--- src/rtl/d2l_loopback.sv ---
// d2l_loopback: framed serial TX of a latched word, looped back through an internal RX deserialiser
// Frame: start(0), DATA_W bits LSB first, even parity, stop(1); CLKS_PER_BIT clocks per bit.
module d2l_loopback #(
  parameter int DATA_W       = 64,
  parameter int CLKS_PER_BIT = 1
) (
  input  logic              clk,
  input  logic              rstn,
  input  logic              out_en,
  input  logic [DATA_W-1:0] DATA_IN,
  output logic              DONE,
  output logic [DATA_W-1:0] DATA_OUT
);
  localparam int CW = CLKS_PER_BIT > 1 ? $clog2(CLKS_PER_BIT) : 1;
  localparam int IW = DATA_W > 1 ? $clog2(DATA_W) : 1;
  localparam logic [CW-1:0] C_LAST = CW'(CLKS_PER_BIT - 1);
  localparam logic [CW-1:0] C_STOP = CW'(CLKS_PER_BIT - 2);
  localparam logic [IW-1:0] I_LAST = IW'(DATA_W - 1);
  typedef enum logic [2:0] {TX_IDLE, TX_START, TX_DATA, TX_PARITY, TX_STOP} tx_state_t;
  typedef enum logic [1:0] {RX_IDLE, RX_DATA, RX_PARITY, RX_STOP} rx_state_t;
  tx_state_t         tx_state_q;
  logic [CW-1:0]     tx_cnt_q;
  logic [IW-1:0]     tx_idx_q;
  logic [DATA_W-1:0] tx_sr_q;
  logic              tx_par_q;
  logic              line_q, line_d;
  logic              accept, tx_end;
  rx_state_t         rx_state_q;
  logic [CW-1:0]     rx_cnt_q;
  logic [IW-1:0]     rx_idx_q;
  logic [DATA_W-1:0] rx_sr_q;
  logic              rx_par_q, rx_par_ok_q;
  logic              rx_active, rx_sample;
  assign accept = out_en && tx_state_q == TX_IDLE;
  // STOP leaves one clock early so TX is idle on the cycle right after RX completes
  assign tx_end = tx_cnt_q == (tx_state_q == TX_STOP ? C_STOP : C_LAST);
  // line_d is the line level for the current clock; RX samples it on each bit's last clock
  always_comb begin
    line_d = tx_state_q == TX_IDLE   ? ~out_en :
             !tx_end                 ? line_q :
             tx_state_q == TX_START  ? tx_sr_q[0] :
             tx_state_q == TX_DATA   ? (tx_idx_q == I_LAST ? tx_par_q : tx_sr_q[1]) :
             1'b1;
  end
  always_ff @(posedge clk) begin
    if (rstn) begin
      tx_state_q <= TX_IDLE;
      tx_cnt_q   <= '0;
      tx_idx_q   <= '0;
      tx_sr_q    <= '0;
      tx_par_q   <= 1'b0;
      line_q     <= 1'b1;
    end else begin
      line_q <= line_d;
      if (tx_state_q == TX_IDLE) begin
        if (out_en) begin
          tx_state_q <= TX_START;
          tx_sr_q    <= DATA_IN;
          tx_par_q   <= ^DATA_IN;
          tx_cnt_q   <= '0;
        end
      end else if (!tx_end) begin
        tx_cnt_q <= tx_cnt_q + 1'b1;
      end else begin
        tx_cnt_q <= '0;
        case (tx_state_q)
          TX_START: begin
            tx_state_q <= TX_DATA;
            tx_idx_q   <= '0;
          end
          TX_DATA: begin
            tx_sr_q  <= tx_sr_q >> 1;
            tx_idx_q <= tx_idx_q + 1'b1;
            if (tx_idx_q == I_LAST) tx_state_q <= TX_PARITY;
          end
          TX_PARITY: tx_state_q <= CLKS_PER_BIT == 1 ? TX_IDLE : TX_STOP;
          default:   tx_state_q <= TX_IDLE;
        endcase
      end
    end
  end
  assign rx_active = rx_state_q != RX_IDLE || !line_d || rx_cnt_q != '0;
  assign rx_sample = rx_cnt_q == C_LAST;
  always_ff @(posedge clk) begin
    if (rstn) begin
      rx_state_q  <= RX_IDLE;
      rx_cnt_q    <= '0;
      rx_idx_q    <= '0;
      rx_sr_q     <= '0;
      rx_par_q    <= 1'b0;
      rx_par_ok_q <= 1'b0;
      DONE        <= 1'b0;
      DATA_OUT    <= '0;
    end else begin
      if (accept) DONE <= 1'b0;
      if (rx_active) rx_cnt_q <= rx_sample ? '0 : rx_cnt_q + 1'b1;
      if (rx_active && rx_sample) begin
        case (rx_state_q)
          RX_IDLE: begin
            rx_state_q <= RX_DATA;
            rx_idx_q   <= '0;
            rx_par_q   <= 1'b0;
          end
          RX_DATA: begin
            rx_sr_q  <= {line_d, rx_sr_q[DATA_W-1:1]};
            rx_par_q <= rx_par_q ^ line_d;
            rx_idx_q <= rx_idx_q + 1'b1;
            if (rx_idx_q == I_LAST) rx_state_q <= RX_PARITY;
          end
          RX_PARITY: begin
            rx_par_ok_q <= rx_par_q == line_d;
            rx_state_q  <= RX_STOP;
          end
          RX_STOP: begin
            if (line_d && rx_par_ok_q) begin
              DATA_OUT <= rx_sr_q;
              DONE     <= 1'b1;
            end
            rx_state_q <= RX_IDLE;
          end
        endcase
      end
    end
  end
endmodule

--- config.mk ---
export PLATFORM = sky130hd
export DESIGN_NAME = d2l_loopback
export DESIGN_NICKNAME = d
export VERILOG_FILES = /design/src/rtl/d2l_loopback.sv
export SDC_FILE = /design/constraint.sdc
export NUM_CORES = 1
export LEC_CHECK = 0
export CORE_AREA = 2 2 127 129
export DETAILED_ROUTE_END_ITERATION = 6
export DIE_AREA = 0 0 129 131
export MAX_ROUTING_LAYER = met4
export PLACE_DENSITY = 0.8
export SLEW_MARGIN = 20
export SYNTH_ARGS = -nofsm -noshare
export SYNTH_HDL_FRONTEND = slang
export SYNTH_SLANG_ARGS = --single-unit
export TNS_END_PERCENT = 20
--- constraint.sdc ---
create_clock -name clk -period 3.55 [get_ports clk]
set_clock_uncertainty 0.05 [all_clocks]
set_input_delay 0.5325 -clock clk [delete_from_list [all_inputs] [get_ports clk]]
set_output_delay 0.5325 -clock clk [all_outputs]
set_load 0.01 [all_outputs]
==> flow_metrics.tcl <==
set metrics [dict create \
    synth_seq_cells 212 \
    yosys_warnings 0 \
    maxCapViolCount 0 \
    cts_tree "yes" \
    finalInstanceArea_um2 11000 \
    status "complete, no violations" \
    drt-met1-wl_mm 8.05 \
    grt_pass1_vias 6258 \
    grt_pass1_wl_mm 28.9 \
    clk_path_buf_depth 3 \
    synth_cell_type_count 35 \
    synth-adder-area-share_pct 1.55 \
    die_w_um 129 \
    clock.fmax_mhz 378 \
    final_layout_size_suffix_gt1_share_pct 5.02 \
    pin_count 132 \
    period_needed_ps 2650 \
    yosysTopAreaCell "dfxtp_1" \
    dieHeight_um 131 \
    drv_slew 0 \
    drc 0 \
    cp_cell_sequence "ha_1 -> nand2_1 -> o21ai_0 -> a41o_1 -> and2_4 -> or3_2 -> buf_12 -> nand2_1 -> a21oi_1" \
    highest-signal-layer "met4" \
    antenna_cells 0 \
    met2_length_mm 8.06 \
    core_um2 15600 \
    clk_pin_slew_ps 60 \
    async_reset_ff_share_pct 0 \
    final_util_pct 70.6 \
    syn_inst 961 \
    min_period_over_period_pct 74.6 \
    ant_nets 0 \
    synth.top_cell.area_share_pct 47.9 \
    power.leakage_nw 4.11 \
    synth_compound_area_share_pct 11.2 \
    fin_setup_tns_ps 0 \
    finalNetCount 1137 \
    worst_pin_slew_ps 779 \
    end_kind "flip-flop" \
    finalPower_mw 7.69 \
    required_ps 3850 \
    startpoint_type "flip-flop" \
    cp_top_family "simple AND/OR/NAND/NOR gates" \
    powerDensity_nw_per_um2 699 \
    die_area_um2 16900 \
    syn2layout_area_growth_pct 24.1 \
    cts-root-buf "clkbuf_16" \
    synth_most_common_cell "dfxtp_1" \
    mappedNetlistNets 1039 \
    htreeDepth 1 \
    irDropWorstVdd_v 0.000643 \
    synth.avg_cell_area_um2 9.23 \
    cpMostUsedCell "nand2_1" \
    synth_top_family_by_area "multiplexers" \
    ys_top_cells_by_count "dfxtp_1 (212), nand2_1 (145), nor2_1 (138), mux2i_1 (128), a21oi_1 (76)" \
    fp-row-count 46 \
    wirelength_mm 17.2 \
    grt.overflow.total 0 \
    slew_headroom_pct 48.1 \
    critical_path_buf_inv_count 1 \
    place_hpwl_mm 11.0 \
    grt_start_max_net_pins 127 \
    grt_usage_pct 21.2 \
    crit_fanout 38 \
    met3WireLength_um 824 \
    post_drt_wl_per_cell_um 13.3 \
    gp_congestion 0.808 \
    synth_xor_area_share_pct 6.82 \
    postCtsHoldBufs 0 \
    synth_edf_count 0 \
    vias 6711 \
    antenna_found_initial 0 \
    synth_seq_area_share_pct 47.9 \
    post-cts-setup-buffer-count 0 \
    hp-class "flip-flop to flip-flop" \
    cts_buffers 23 \
    synth_top_flop_cell "dfxtp_1" \
    clk_latency_ps 500 \
    netlist_area_um2 8870 \
    slowest_delay_ps 740 \
    finalSetupViolCount 0 \
    synth_area_leaders "dfxtp_1 (48%), mux2i_1 (14%), nand2_1 (6.1%), nor2_1 (5.8%), xnor2_1 (5.6%)" \
    clock_sinks 212 \
    ctsResizeCount 0 \
    rsz0062_at_grt "no" \
    critPathArrivalTime_ps 2940 \
    io_buffers 131 \
    worst-setup-path-type "flip-flop to flip-flop" \
    muxShareOfSynthArea_pct 14.4 \
    drtIter0Drc 417 \
    dpl_cell_area_um2 10200 \
    synth-simple-area-share_pct 13.8 \
    start_util_pct 56.9 \
    finalHoldViolations 0 \
    drt-vias-per-instance 5.19 \
    drtPass1Iterations 5 \
    slowest_stage "or3_2" \
]
[per-stage QoR]
| step | setup slack (ps) | instances | hold WS, ps |
|---|---|---|---|
| 2_1_floorplan | 1240 | 961 | 381 |
| 3_3_place_gp | 720 | 1250 | 392 |
| 3_5_place_dp | 684 | 1250 | 393 |
| 4_1_cts | 878 | 1292 | 399 |
| 5_1_grt | 743 | 1292 | 419 |
| 6_report | 902 | 1292 | 398 |
[path summary, 6_finish.rpt]
check,endpoint,slack (ps),startpoint,cells after the start
worst max register to register,DATA_OUT[37]$_SDFFE_PP0P_,900,tx_idx_q[0]$_SDFFE_PP0P_,9
worst min-delay path,DATA_OUT[0]$_SDFFE_PP0P_,400,rx_sr_q[0]$_SDFFE_PP0P_,2
worst max-delay path,DATA_OUT[37]$_SDFFE_PP0P_,900,tx_idx_q[0]$_SDFFE_PP0P_,9
worst min register to register,DATA_OUT[0]$_SDFFE_PP0P_,400,rx_sr_q[0]$_SDFFE_PP0P_,2
[cell usage in the layout, fill, tap and decap left out, drive strengths merged, types with 3 or more instances in the layout]
cell type,netlist,routed
o21ai,7,7
a211oi,66,66
nor4b,3,3
nor3,3,3
xnor2,57,57
nand2,145,145
nor2,138,138
mux2i,128,128
ha,11,11
nand4,4,4
clkinv,0,3
xor2,12,12
inv,7,8
nand3,5,5
dfxtp,212,212
a31oi,3,3
a21oi,76,76
clkdlybuf4s50,0,130
clkbuf,41,36
buf,26,10
[final cells by class]
class / count / area (µm²)
timing repair buffer: 140 / 1420
multi-input combinational: 675 / 4280
clock inverter: 6 / 61.3
sequential: 212 / 4240
tap: 216 / 270
fill: 1238 / 4590
clock buffer: 36 / 704
inverter: 7 / 26.3
[state kept, by name, indices dropped and copies added, names as in the netlist]
| signal | cells |
|---|---|
| DATA_OUT | 64 |
| DONE | 1 |
| rx_idx_q | 6 |
| rx_par_ok_q | 1 |
| rx_par_q | 1 |
| rx_sr_q | 64 |
| rx_state_q | 2 |
| tx_idx_q | 6 |
| tx_par_q | 1 |
| tx_sr_q | 64 |
| tx_state_q | 2 |
[report_power, final]
group | internal, mW | switching [mW]
clock | 1.43 | 0.924
sequential | 2.74 | 0.205
combinational | 1.09 | 1.30
[logic make-up (layout without fill, tap and decap cells)]
logic type | count (synthesis) | in the layout
xor gates and xnor gates | 69 | 69
adders and majority gates | 11 | 11
AOI/OAI and AO/OA | 160 | 160
and+or+nand+nor | 307 | 307
muxes | 128 | 128
buffers and inverters | 74 | 189
DFF | 212 | 212
[worst reg2reg max path, cell delays in order (launching register included)]
cell and delay [ps]:
dfxtp_1 340, ha_1 250, nand2_1 90, o21ai_0 90
a41o_1 260, and2_4 200, or3_2 740, buf_12 290
nand2_1 110, a21oi_1 70
[metal layers]
| layer | up-vias | GRT usage, % |
|---|---|---|
| li1 | 3470 | - |
| met1 | 3096 | 26.6 |
| met2 | 117 | 34.9 |
| met3 | 28 | 4.68 |
| met4 | 0 | 5.56 |
| met5 | - | - |
No activity file was read; power rests on OpenSTA's default activity.
